--- config.mk ---
export PLATFORM = sky130hd
export DESIGN_NAME = wb_line_adapter
export DESIGN_NICKNAME = d
export VERILOG_FILES = /design/src/rtl/wb_line_adapter.sv
export SDC_FILE = /design/constraint.sdc
export NUM_CORES = 1
export LEC_CHECK = 0
export BUFFER_PORTS_ARGS = -buffer_cell sky130_fd_sc_hd__buf_4
export CAP_MARGIN = 20
export CORE_MARGIN = 10
export CORE_UTILIZATION = 54
export DETAILED_ROUTE_END_ITERATION = 10
export GPL_TIMING_DRIVEN = 0
export PLACE_DENSITY = 0.88
export REMOVE_ABC_BUFFERS = 1
export SLEW_MARGIN = 20
export SYNTH_ARGS = -nofsm -noshare
export SYNTH_HDL_FRONTEND = slang
export SYNTH_SLANG_ARGS = --single-unit
--- constraint.sdc ---
create_clock -name clk_i -period 2.9 [get_ports clk_i]
set_clock_uncertainty 0.15 [all_clocks]
set_input_delay 0.435 -clock clk_i [delete_from_list [all_inputs] [get_ports clk_i]]
set_output_delay 0.435 -clock clk_i [all_outputs]
set_load 0.03 [all_outputs]
--- src/rtl/wb_line_adapter.sv ---
// 32-bit Wishbone classic to 128-bit line adapter with a one-line read buffer and write-through merge.
// Latency: hit 1 cycle, miss/write add downstream cycles; a stalled m_ack_i stalls the upstream ack.
module wb_line_adapter #(
    parameter int DATA_WIDTH = 32,
    parameter int LINE_WIDTH = 128,
    parameter int ADDR_WIDTH = 32
) (
    input  logic                    clk_i,
    input  logic                    rst_i,
    input  logic                    s_cyc_i,
    input  logic                    s_stb_i,
    input  logic                    s_we_i,
    input  logic [ADDR_WIDTH-1:0]   s_addr_i,
    input  logic [DATA_WIDTH-1:0]   s_data_i,
    input  logic [DATA_WIDTH/8-1:0] s_sel_i,
    output logic [DATA_WIDTH-1:0]   s_data_o,
    output logic                    s_ack_o,
    input  logic                    flush_i,
    output logic                    m_cyc_o,
    output logic                    m_stb_o,
    output logic                    m_we_o,
    output logic [ADDR_WIDTH-1:0]   m_addr_o,
    output logic [LINE_WIDTH-1:0]   m_data_o,
    input  logic [LINE_WIDTH-1:0]   m_data_i,
    input  logic                    m_ack_i
);
    localparam int SEL_W  = DATA_WIDTH / 8;
    localparam int LANES  = LINE_WIDTH / DATA_WIDTH;
    localparam int LANE_W = (LANES > 1) ? $clog2(LANES) : 1;
    localparam int BOFF   = $clog2(SEL_W);
    localparam int LOFF   = $clog2(LINE_WIDTH / 8);
    localparam int TAG_W  = ADDR_WIDTH - LOFF;

    typedef enum logic [2:0] {IDLE, FETCH, MERGE, WRBACK, RESP} state_t;

    state_t                state_q, state_d;
    logic                  req_we;
    logic [TAG_W-1:0]      req_tag;
    logic [LANE_W-1:0]     req_lane;
    logic [DATA_WIDTH-1:0] req_data;
    logic [SEL_W-1:0]      req_sel;
    logic [LINE_WIDTH-1:0] buf_line;
    logic [TAG_W-1:0]      buf_tag;
    logic                  buf_valid;
    logic [LINE_WIDTH-1:0] merged;
    logic [TAG_W-1:0]      in_tag;
    logic [LANE_W-1:0]     in_lane;
    logic                  req;
    logic                  hit;
    logic                  unused_addr_bits;

    assign in_tag  = s_addr_i[ADDR_WIDTH-1:LOFF];
    assign in_lane = (LANES > 1) ? s_addr_i[BOFF +: LANE_W] : '0;
    assign req     = s_cyc_i && s_stb_i;
    // flush wins over a matching tag so a same-cycle request always misses
    assign hit     = buf_valid && (buf_tag == in_tag) && !flush_i;
    assign unused_addr_bits = ^s_addr_i[BOFF-1:0];

    assign m_stb_o = (state_q == FETCH) || (state_q == WRBACK);
    assign m_cyc_o = m_stb_o;
    assign m_we_o  = (state_q == WRBACK);
    assign s_ack_o = (state_q == RESP);

    function automatic logic [DATA_WIDTH-1:0] lane_of(input logic [LINE_WIDTH-1:0] line,
                                                      input logic [LANE_W-1:0] lane);
        return line[int'(lane)*DATA_WIDTH +: DATA_WIDTH];
    endfunction

    always_comb begin
        merged = buf_line;
        for (int b = 0; b < SEL_W; b++) begin
            if (req_sel[b]) begin
                merged[int'(req_lane)*DATA_WIDTH + b*8 +: 8] = req_data[b*8 +: 8];
            end
        end
    end

    always_comb begin
        state_d = state_q;
        case (state_q)
            IDLE: begin
                if (req) begin
                    if (s_we_i && (s_sel_i == '0)) state_d = RESP;
                    else if (hit)                  state_d = s_we_i ? MERGE : RESP;
                    else                           state_d = FETCH;
                end
            end
            FETCH:   if (m_ack_i) state_d = req_we ? MERGE : RESP;
            // MERGE keeps the strobe low between fetch and writeback
            MERGE:   state_d = WRBACK;
            WRBACK:  if (m_ack_i) state_d = RESP;
            RESP:    state_d = IDLE;
            default: state_d = IDLE;
        endcase
    end

    always_ff @(posedge clk_i) begin
        if (rst_i) begin
            state_q   <= IDLE;
            buf_valid <= 1'b0;
            buf_line  <= '0;
            buf_tag   <= '0;
            req_we    <= 1'b0;
            req_tag   <= '0;
            req_lane  <= '0;
            req_data  <= '0;
            req_sel   <= '0;
            s_data_o  <= '0;
            m_addr_o  <= '0;
            m_data_o  <= '0;
        end else begin
            state_q  <= state_d;
            s_data_o <= '0;
            if (flush_i) buf_valid <= 1'b0;
            case (state_q)
                IDLE: begin
                    if (req) begin
                        req_we   <= s_we_i;
                        req_tag  <= in_tag;
                        req_lane <= in_lane;
                        req_data <= s_data_i;
                        req_sel  <= s_sel_i;
                        m_addr_o <= {in_tag, {LOFF{1'b0}}};
                        if (!s_we_i && hit) s_data_o <= lane_of(buf_line, in_lane);
                    end
                end
                FETCH: begin
                    if (m_ack_i) begin
                        buf_line <= m_data_i;
                        buf_tag  <= req_tag;
                        if (!flush_i) buf_valid <= 1'b1;
                        if (!req_we)  s_data_o  <= lane_of(m_data_i, req_lane);
                    end
                end
                MERGE: begin
                    m_data_o <= merged;
                    buf_line <= merged;
                end
                WRBACK: begin
                    if (m_ack_i && !flush_i) buf_valid <= 1'b1;
                end
                default: ;
            endcase
        end
    end
endmodule
# After elaboration in Yosys (flattened, before gate mapping)
# Cells that the tools add are included.
[word_totals] reg_bits=387 latch_bits=0 ramBits=0 mem_bits_ro=0 input_bits=203 wordCells=80 n_memories=0
[op_classes] addsub=7 mul=0 div=0 n_lt_le_gt_ge=0 eq_ne=8 shift=10 mux=28 n_bitwise=0 reduce_logical=16
[op_table] op="$mux W128" count=5
[op_table] op="$bwmux W128" count=4
[op_table] op="$shift A8 B33 Y128 const A" count=4
[op_table] op="$shiftx A8 B33 Y128" count=4
[op_table] op="$pmux W128 S2" count=1
[op_table] op="$shiftx A128 B8 Y32" count=2
[op_table] op="$mux W32" count=4
[op_table] op="$neg A8 Y33" count=3
[op_table] op="$pmux W32 S2" count=1
[op_table] op="$neg A7 Y33" count=1
[op_table] op="$eq A28 B28 Y1" count=1
[op_table] op="$mux W3" count=7
[op_table] op="$add A7 B5 Y8 const B" count=2
[op_table] op="$pmux W3 S4" count=1
[op_table] op="$add A7 B4 Y8 const B" count=1
[op_table] op="$eq A3 B2 Y1 const B" count=2
[op_table] op="$logic_and A1 B1 Y1" count=6
[op_table] op="$reduce_and A2 Y1" count=3
[op_table] op="$logic_not A4 Y1" count=1
[op_table] op="$mux W1" count=4
[op_table] op="$ne A2 B2 Y1 const B" count=2
[op_table] op="$eq A3 B1 Y1 const B" count=1
[op_table] op="$eq A3 B3 Y1 const B" count=1
[op_table] op="$logic_not A3 Y1" count=1
[op_table] op="other kinds (6)" count=7

# Logic depth before layout (Yosys ltp)
[depth] ltp_word=11 depth_mapped=8

# Least setup slack after synthesis
# Ideal clock, no wire load.
[synth_path] path_kind="register to register" startpoint="register req_lane[1]" endpoint="register buf_line[100]" setup_ns=0.091 arrival_ns=1.793 setup_slack_ns=0.866 path_stages_with_launch=7 synth_period_minus_slack_ns=2.034 cell_sequence="dfxtp_1 > buf_4 > inv_2 > ha_1 > nor4_4 > a221oi_1 > a311oi_1"
[synth_between] elab_chain_len=11 word_cells_on_any_way=24 classes_between="7 x add/sub; 8 x shift; 9 x mux"
[synth_lines] item="start, declared" line="39" text="logic [LANE_W-1:0] req_lane;"
[synth_lines] item="start signal, assigned" line="120" text="req_lane <= in_lane;"
[synth_lines] item="branches (longest 9 deep; another with $neg A8 Y33)"
[synth_lines] item="$mux W128 (*)" line="72" text="if (req_sel[b]) begin"
[synth_lines] item="$pmux W128 S2 (*)" line="115" text="case (state_q)"
[synth_lines] item="end signal, assigned" line="129" text="buf_line <= m_data_i;"
[synth_lines] item="end signal, assigned" line="137" text="buf_line <= merged;"
[synth_lines] item="end, declared" line="42" text="logic [LINE_WIDTH-1:0] buf_line;"
# Mark *: on every way between the ends.
# A chain may end at the register's enable or synchronous reset.

# Worst setup path after layout
[layout_path] startpoint="register req_lane[0]" endpoint="register buf_line[5]"
# The elaborated chain is that of the path after synthesis.

==> metrics.yaml <==
worst_setup_path:
  r2r_cells: 9
  path_class: "reg2reg"
  cp.required_ps: 3140
  cp_max_fo: 28
  timing.rr.start: "req_lane[0]"
  rr_endpoint: "buf_line[5]"
  arrival_ps: 3040
  cp-end-kind: "register"
  cp-start-kind: "register"
  rrSetupSlack_ps: 100
die:
  rows: 66
  coreArea_um2: 32400
  die_y_um: 201
  dieWidth_um: 201
  start_util_pct: 54.3
  io_pins: 399
  die_area_um2: 40200
yosys:
  ys_types: 53
  synthTopCellsByCount: "dfxtp_1, nand2_1, a21oi_1, nor2_1, a221oi_1"
  syn_avg_cell_area_um2: 9.01
  netlist_instances: 1952
  yosys.area.top_type_share_pct: 44.0
  ys_ff_latch: 387
  yosysTopAreaCell: "dfxtp_1"
  yosys_warnings: 0
  synth.most_common_cell: "dfxtp_1"
  synthesis.area_um2: 17600
  synth_edf_count: 0
  ys_seq_area_share_pct: 44.0
  ys_top_cells_by_area: "dfxtp_1, mux4_2, nand2_1, a21oi_1, a221oi_1"
  ys_async_sr_fraction_pct: 0
  synthFlopType: "dfxtp_1"
place:
  portBuffers: 392
  hpwl_um: 43000
  place_congestion: 0.842
  dp_slack_ps: -515
  placed_area_um2: 20800
clocking:
  numCtsBuffers: 42
  root_buffer: "clkbuf_16"
  path_clk_slew_ps: 60
  clk_latency_ps: 540
  htree_levels: 2
  cts.sinks: 387
  cts-root-to-sink-buffers: 3
  cts_tree: "yes"
drt:
  wire_per_inst_um: 24.3
  drc: 0
  ant_nets: 0
  first_pass_iters: 8
  drt_iter0_drc: 1998
  num_vias: 17500
  vias_per_cell: 6.39
  finalWirelength_um: 66600
sta:
  final_hold_viol_count: 0
  drv_slew: 0
  finalSetupViolCount: 0
  rsz0062_at_grt: "no"
  maxSlewHeadroom_pct: 34.9
  post-route-worst-setup-slack_ps: 102
  post-route-period-util_pct: 96.5
  fmax_mhz: 357
  fin_crit_ps: 2800
  worst_pin_slew_ps: 967
  fin_tns_setup_ps: 0
power_and_ir_drop:
  p_sw_mw: 3.22
  p_leak_nw: 8.60
  pwr-share-clk_pct: 43.1
  swShare_pct: 25.7
  peakVddDrop_uv: 411
  intPower_mw: 9.28
  p_per_area_nw_per_um2: 555
  p_comb_share_pct: 11.9
  finalPower_mw: 12.5
  seq_power_share_pct: 45.0
outcome:
  outcome: "completed"
final_layout:
  postLayoutCoreUtil_pct: 69.5
  finalNetCount: 2476
  drive_above_1_share_pct: 27.5
  n_fill_cell: 2342
  area_delta_synth_final_pct: 27.9
  final_area_um2: 22500
grt:
  antenna_found_initial: 2
  grt_use_total_pct: 31.0
  grt_overflow_total: 0
  grt_max_degree: 132
  grt_pass1_wl_um: 101000
  grt_pass1_vias: 17600
run:
  maxCapViolCount: 0
hold_path:
  min_to: "req_data[4]"
  min_from: "s_data_i[4]"
  min_path_type: "in2reg"
  min_path_cells: 3
[routing by layer]
layer  GRT usage (%)  wire (um)  vias up
li1                -          -     7651
met1            36.3      23900     8260
met2            50.5      31600     1301
met3            7.20       6970      312
met4            19.7       4140        0
met5               0          0        -
[cells in the final DEF, fill, tap and decap left out, drive strengths merged, types with 36 or more instances in the layout]
cell type	instances
buf	430
dfxtp	387
nand2	358
a21oi	192
nor2	184
a221oi	104
nand3	76
clkbuf	66
mux4	64
nor3	62
a211oi	49
mux2i	49
inv	36
[area by class of cell]
type / instances / area (um2) / share of cell area (%)
Multi-Input combinational cell: 1364 / 8990 / 39.9
Sequential cell: 387 / 7760 / 34.5
Timing Repair Buffer: 437 / 3670 / 16.3
Clock buffer: 66 / 1340 / 5.93
Tap cell: 442 / 553 / 2.46
Inverter: 35 / 131 / 0.584
Clock inverter: 10 / 62.6 / 0.278
Antenna cell: 2 / 5.00 / 0.0222
[worst max-delay path by stage]
stage	startpoint	endpoint	cells past startpoint
finish	req_lane[0]	buf_line[5]	9
floorplan	state_q[1]	buf_line[0]	4
detailed placement	state_q[0]	s_data_o[0]	7
global placement	state_q[0]	buf_line[66]	5
global route	req_lane[0]	buf_line[7]	9
CTS	state_q[0]	buf_line[36]	9
[cells by family (layout without fill, tap and decap cells)]
family / Yosys count / count (layout) / share of synthesized area (%)
simple gates: 727 / 730 / 18.4
compound gates: 485 / 485 / 19.3
flops: 387 / 387 / 44.0
buf+inv: 207 / 548 / 5.52
mux: 113 / 113 / 11.0
xor+xnor: 26 / 26 / 1.34
fa+ha+maj: 6 / 6 / 0.427
other cells: 1 / 6 / 0.0213
[what timing repair did]
item                       4_1_cts  5_1_grt
buffers inserted                 7        7
setup endpoints to repair      158       43
hold buffers                     7        0
pin swaps                        4        4
gates resized for setup          4        4
hold endpoints to repair         7        0
cloned                           1        2
[flip-flops by register name, indices dropped and copies added (netlist names)]
signal	count
m_data_o	128
req_we	1
req_data	32
s_data_o	32
buf_line	128
req_sel	4
buf_tag	28
state_q	3
m_addr_o	28
req_lane	2
buf_valid	1
[metrics by stage]
stage	hold WS, ps	instances
finish	11.5	2743
global route	6.91	2743
CTS	0.180	2732
detailed placement	310	2641
global placement	301	2617
floorplan	289	1783
[critical path, cell delays in order, from the launching register on]
cell and delay (ps):
dfxtp_4 370, buf_16 250, inv_1 240, ha_1 380, nand2_2 320, nor4b_4 90
buf_12 160, a221oi_1 360, a2bb2oi_1 240, nor2_1 60
[power by group through the flow]
stage / Combinational, mW / Sequential [mW] / Clock, mW
CTS: 1.45 / 5.61 / 5.40
finish: 1.49 / 5.62 / 5.39
global route: 1.57 / 5.64 / 5.61
global placement: 1.31 / 5.75 / 0
detailed placement: 1.40 / 5.74 / 0
floorplan: 0.606 / 5.80 / 0
Power figures use the tool's default switching activity.
